File: config.mk
export PLATFORM = sky130hd
export DESIGN_NAME = regfile_wb_arbiter
export DESIGN_NICKNAME = d
export VERILOG_FILES = /design/src/rtl/regfile_wb_arbiter.sv
export SDC_FILE = /design/constraint.sdc
export NUM_CORES = 1
export LEC_CHECK = 0
export ABC_AREA = 1
export BUFFER_PORTS_ARGS = -buffer_cell sky130_fd_sc_hd__buf_4
export CAP_MARGIN = 0
export CORE_ASPECT_RATIO = 0.9
export CORE_MARGIN = 2
export CORE_UTILIZATION = 58
export DETAILED_ROUTE_END_ITERATION = 6
export MAX_ROUTING_LAYER = met4
export PLACE_DENSITY = 0.95
export SYNTH_ARGS = -nofsm -noshare
export SYNTH_HDL_FRONTEND = slang
export SYNTH_SLANG_ARGS = --single-unit
File: constraint.sdc
create_clock -name clk -period 4.9 [get_ports clk]
set_clock_uncertainty 0.15 [all_clocks]
set_input_delay 0.49 -clock clk [delete_from_list [all_inputs] [get_ports clk]]
set_output_delay 0.49 -clock clk [all_outputs]
set_load 0.02 [all_outputs]
File: src/rtl/regfile_wb_arbiter.sv
// Write-back arbiter: two one-entry buffered producers share the register-file write port.
// Optional combinational forwarding lookup is compiled in when WB_FWD_EN is defined.
module regfile_wb_arbiter #(
  parameter int DATA_W = 32,
  parameter int ADDR_W = 5,
  parameter int CNT_W  = 16
) (
  input  logic              clk,
  input  logic              rst_n,
  input  logic              req0_valid,
  input  logic [ADDR_W-1:0] req0_addr,
  input  logic [DATA_W-1:0] req0_data,
  output logic              req0_ready,
  input  logic              req1_valid,
  input  logic [ADDR_W-1:0] req1_addr,
  input  logic [DATA_W-1:0] req1_data,
  output logic              req1_ready,
  output logic              RegWrite,
  output logic [ADDR_W-1:0] WriteReg,
  output logic [DATA_W-1:0] WriteData,
  output logic              busy,
  output logic [CNT_W-1:0]  contention_cnt
`ifdef WB_FWD_EN
  ,
  input  logic [ADDR_W-1:0] fwd_addr,
  output logic              fwd_hit,
  output logic [DATA_W-1:0] fwd_data
`endif
);

  // Handshake: a transfer happens on a rising edge where reqN_valid && reqN_ready.
  // reqN_ready depends only on buffer state and this cycle's grant, never on reqN_valid.

  logic              buf0_full_q, buf0_full_d;
  logic [ADDR_W-1:0] buf0_addr_q, buf0_addr_d;
  logic [DATA_W-1:0] buf0_data_q, buf0_data_d;
  logic              buf1_full_q, buf1_full_d;
  logic [ADDR_W-1:0] buf1_addr_q, buf1_addr_d;
  logic [DATA_W-1:0] buf1_data_q, buf1_data_d;

  logic              rr_ptr_q, rr_ptr_d;
  logic              regwrite_q, regwrite_d;
  logic [ADDR_W-1:0] write_reg_q, write_reg_d;
  logic [DATA_W-1:0] write_data_q, write_data_d;
  logic [CNT_W-1:0]  cnt_q, cnt_d;

  logic grant0, grant1, any_grant, both_full;
  logic accept0, accept1, load0, load1;

  always_comb begin
    both_full = buf0_full_q && buf1_full_q;
    // rr_ptr only matters when both buffers compete.
    grant0    = buf0_full_q && (!buf1_full_q || !rr_ptr_q);
    grant1    = buf1_full_q && (!buf0_full_q ||  rr_ptr_q);
    any_grant = grant0 || grant1;
  end

  assign req0_ready = !buf0_full_q || grant0;
  assign req1_ready = !buf1_full_q || grant1;

  always_comb begin
    accept0 = req0_valid && req0_ready;
    accept1 = req1_valid && req1_ready;
    // Writes to r0 are swallowed at the handshake.
    load0   = accept0 && (req0_addr != '0);
    load1   = accept1 && (req1_addr != '0);
  end

  always_comb begin
    buf0_full_d = buf0_full_q;
    buf0_addr_d = buf0_addr_q;
    buf0_data_d = buf0_data_q;
    if (grant0) buf0_full_d = 1'b0;
    if (load0) begin
      buf0_full_d = 1'b1;
      buf0_addr_d = req0_addr;
      buf0_data_d = req0_data;
    end
  end

  always_comb begin
    buf1_full_d = buf1_full_q;
    buf1_addr_d = buf1_addr_q;
    buf1_data_d = buf1_data_q;
    if (grant1) buf1_full_d = 1'b0;
    if (load1) begin
      buf1_full_d = 1'b1;
      buf1_addr_d = req1_addr;
      buf1_data_d = req1_data;
    end
  end

  always_comb begin
    regwrite_d   = any_grant;
    write_reg_d  = write_reg_q;
    write_data_d = write_data_q;
    rr_ptr_d     = rr_ptr_q;
    if (grant0) begin
      write_reg_d  = buf0_addr_q;
      write_data_d = buf0_data_q;
      rr_ptr_d     = 1'b1;
    end else if (grant1) begin
      write_reg_d  = buf1_addr_q;
      write_data_d = buf1_data_q;
      rr_ptr_d     = 1'b0;
    end
  end

  always_comb begin
    cnt_d = cnt_q;
    if (both_full && (cnt_q != {CNT_W{1'b1}})) cnt_d = cnt_q + CNT_W'(1);
  end

  always_ff @(posedge clk or negedge rst_n) begin
    if (!rst_n) begin
      buf0_full_q  <= 1'b0;
      buf0_addr_q  <= '0;
      buf0_data_q  <= '0;
      buf1_full_q  <= 1'b0;
      buf1_addr_q  <= '0;
      buf1_data_q  <= '0;
      rr_ptr_q     <= 1'b0;
      regwrite_q   <= 1'b0;
      write_reg_q  <= '0;
      write_data_q <= '0;
      cnt_q        <= '0;
    end else begin
      buf0_full_q  <= buf0_full_d;
      buf0_addr_q  <= buf0_addr_d;
      buf0_data_q  <= buf0_data_d;
      buf1_full_q  <= buf1_full_d;
      buf1_addr_q  <= buf1_addr_d;
      buf1_data_q  <= buf1_data_d;
      rr_ptr_q     <= rr_ptr_d;
      regwrite_q   <= regwrite_d;
      write_reg_q  <= write_reg_d;
      write_data_q <= write_data_d;
      cnt_q        <= cnt_d;
    end
  end

  assign RegWrite       = regwrite_q;
  assign WriteReg       = write_reg_q;
  assign WriteData      = write_data_q;
  assign contention_cnt = cnt_q;
  assign busy           = buf0_full_q || buf1_full_q || regwrite_q;

`ifdef WB_FWD_EN
  // Buffers hold newer values than the output register; buf1 wins a tie.
  always_comb begin
    fwd_hit  = 1'b0;
    fwd_data = '0;
    if (fwd_addr != '0) begin
      if (buf1_full_q && (buf1_addr_q == fwd_addr)) begin
        fwd_hit  = 1'b1;
        fwd_data = buf1_data_q;
      end else if (buf0_full_q && (buf0_addr_q == fwd_addr)) begin
        fwd_hit  = 1'b1;
        fwd_data = buf0_data_q;
      end else if (regwrite_q && (write_reg_q == fwd_addr)) begin
        fwd_hit  = 1'b1;
        fwd_data = write_data_q;
      end
    end
  end
`endif

endmodule

==> impl_metrics.env <==
export IMPL_fill_cells=649
export IMPL_status="finished, violations left"
export IMPL_critPathArrivalTime_ns=2.83
export IMPL_relSlewSlack_pct=46.2
export IMPL_hp_class="input port to asynchronous set/reset pin"
export IMPL_async_flop_share_pct=100
export IMPL_antenna_found_initial=0
export IMPL_htreeDepth=4
export IMPL_numPortBuffers=134
export IMPL_setup_worst_path_class="register to register"
export IMPL_insertion_delay_ns=0.53
export IMPL_path_buf_inv=2
export IMPL_drtIter0Drc=350
export IMPL_synth_area_leaders="dfrtp_1 (58%), nand2_1 (12%), o22ai_1 (4.1%), nand3_1 (3.9%), nor2_1 (3.6%)"
export IMPL_io_pins=135
export IMPL_crit_slowest_cell="nand2_2"
export IMPL_cp_end_kind="register"
export IMPL_crit_path_frequent_cell="nand2_2"
export IMPL_worst_slew_pin_slew_ns=0.806
export IMPL_fp_row_count=34
export IMPL_regToRegSetupSlack_ns=2.29
export IMPL_cts_tree="built"
export IMPL_drc_errors=0
export IMPL_synth_edf_count=0
export IMPL_drive_above_1_share_pct=23.6
export IMPL_syn_area_mm2=0.00569
export IMPL_diodes=0
export IMPL_cts_hold_buf=0
export IMPL_grt_pass1_vias=5056
export IMPL_post_synth_top_count_cell="nand2_1"
export IMPL_yosysTopAreaCell="dfrtp_1"
export IMPL_dp_cells=881
export IMPL_cp_required_ns=5.12
export IMPL_power_density_mw_per_mm2=605
export IMPL_crit_chain="nand2_2, inv_2, nand2_2, nand2_1, inv_2, nand2_2, nand2_1, o21ai_1"
export IMPL_finalMaxSlewViolations=0
export IMPL_setup_violations=0
export IMPL_seqCellArea_mm2=0.00328
export IMPL_slowest_delay_ns=0.64
export IMPL_crit_family="simple AND/OR/NAND/NOR gates"
export IMPL_core_area_mm2=0.00961
export IMPL_finalCritPeriodShare_pct=53.3
export IMPL_die_area_mm2=0.0106
export IMPL_cts_root_buf="clkbuf_8"
export IMPL_syn_area_per_cell_um2=8.74
export IMPL_multiInputGateArea_mm2=0.00199
export IMPL_synth_seq_cells=131
export IMPL_setup_tns_final_ns=0
export IMPL_r2r_worst_path_cells=8
export IMPL_place_gp_congestion=0.908
export IMPL_rsz0062_at_grt="no"
export IMPL_fmax_mhz=383
export IMPL_startpoint_type="register"
export IMPL_overflow=0
export IMPL_worstReg2RegStart="buf0_full_q"
export IMPL_synth_top_area_share_pct=57.6
export IMPL_ys_warn_count=0
export IMPL_numCtsBuffers=17
export IMPL_clock_path_buffers=2
export IMPL_drtAntennaViolNets=0
export IMPL_wl_per_cell_um=16.9
export IMPL_stdcell_area_mm2=0.00729
export IMPL_reg2reg_to="buf0_addr_q[0]"
export IMPL_clk_pin_slew_ns=0.06
export IMPL_ir_worst_vdd_mv=0.401
export IMPL_finalNonFillerCells=913
export IMPL_die_h_um=97.9
export IMPL_cts_setup_buffers=0
export IMPL_start_util_pct=59.2
export IMPL_cp_max_fo=40
export IMPL_grt_pass1_wl_um=24800
export IMPL_area_delta_synth_final_pct=28.2
export IMPL_synth_ff_type="dfrtp_1"
export IMPL_fin_crit_ns=2.61
export IMPL_synthDistinctLibCells=29
export IMPL_violations="hold timing"
export IMPL_whs_ns=-0.00962
export IMPL_place_area_mm2=0.00669
export IMPL_post_cts_resized=0
export IMPL_nets=853
export IMPL_routed_wl_um=15500
export IMPL_p_leak_nw=3.69
export IMPL_cap_violations=0
export IMPL_ys_seq_area_share_pct=57.6
export IMPL_die_x_um=108
export IMPL_synthTopCellsByCount="nand2_1 (186), dfrtp_1 (131), nor2_1 (54), inv_1 (52), nand3_1 (44)"
export IMPL_mappedNetlistNets=730
export IMPL_viasPerCell=5.72
export IMPL_grtUsageTotal_pct=31.4
export IMPL_clock_sinks=131
export IMPL_finalHoldViolCount=4
export IMPL_grt_max_degree=67
export IMPL_synth_cells=651
export IMPL_dp_hpwl_um=9610
export IMPL_dr_pass1_iters=7
export IMPL_dr_total_vias=5219
==> where the power goes <==
part           leakage (nW)  switching [W]  total, W  internal [W]
Clock                 0.288       0.000499   0.00130      0.000798
Combinational          1.81       0.000884   0.00142      0.000533
Sequential             1.59       0.000258   0.00169       0.00144
Total                  3.69        0.00164   0.00441       0.00277
==> how the worst max path moves through the flow <==
stage | start | to | slack (ns) | cells after the start
after floorplan | buf1_full_q | busy | 3.12 | 4
after global placement | buf0_full_q | buf0_addr_q[0] | 2.55 | 8
after detailed placement | buf0_full_q | buf0_data_q[2] | 2.45 | 8
after CTS | buf0_full_q | buf0_addr_q[0] | 2.37 | 8
after global routing | buf0_full_q | buf0_addr_q[0] | 2.18 | 8
final | buf0_full_q | buf0_addr_q[0] | 2.29 | 8
==> sequential cells by signal, summed over array words and instances, names as in the netlist <==
register        count
buf1_full_q         1
rr_ptr_q            1
buf1_addr_q         5
contention_cnt     16
RegWrite            1
buf0_data_q        32
WriteData          32
WriteReg            5
buf1_data_q        32
buf0_full_q         1
buf0_addr_q         5
==> layout by cell type, fill, tap and decap left out, drive strengths merged, types with 3 or more instances in the layout <==
cell and instances:
a21oi 37, nand4 7, clkbuf 19, xnor2 3, o21ai 42, clkinvlp 3
nor2 58, nand3 44, inv 59, xor2 4, bufinv 3, o22ai 37
dfrtp 131, nand2 191, buf 141
==> final cells by class <==
cell class	instances	share of cell area, %
multi-input combinational	429	27.3
tap	126	2.16
inverter	54	2.78
clock buffer	19	5.92
sequential	131	45.0
timing repair buffer	141	14.5
clock inverter	13	2.37
==> metrics by stage <==
stage / power (W) / worst slack [ns] / utilization (%)
6_report: 0.00441 / 2.29 / 75.8
5_1_grt: 0.00461 / 2.18 / 75.8
4_1_cts: 0.00440 / 2.37 / 75.8
3_5_place_dp: 0.00307 / 2.45 / 69.5
3_3_place_gp: 0.00299 / 2.55 / 69.5
2_1_floorplan: 0.00253 / 3.12 / -
==> metal layers <==
metal	track usage, %	up-vias	share of wire [%]
met5	-	-	0
met4	13.1	0	3.9
met3	7.94	62	9.7
met2	49.0	318	49
met1	39.1	2480	37
li1	-	2359	-
==> cells by family after synthesis <==
family,share of synthesized area (%)
simple gates,22.1
flops,57.6
compound gates,11.3
buf+inv,7.68
xor+xnor,1.08
fa+ha+maj,0.220
Note: power is estimated with default switching activity, not from simulation.
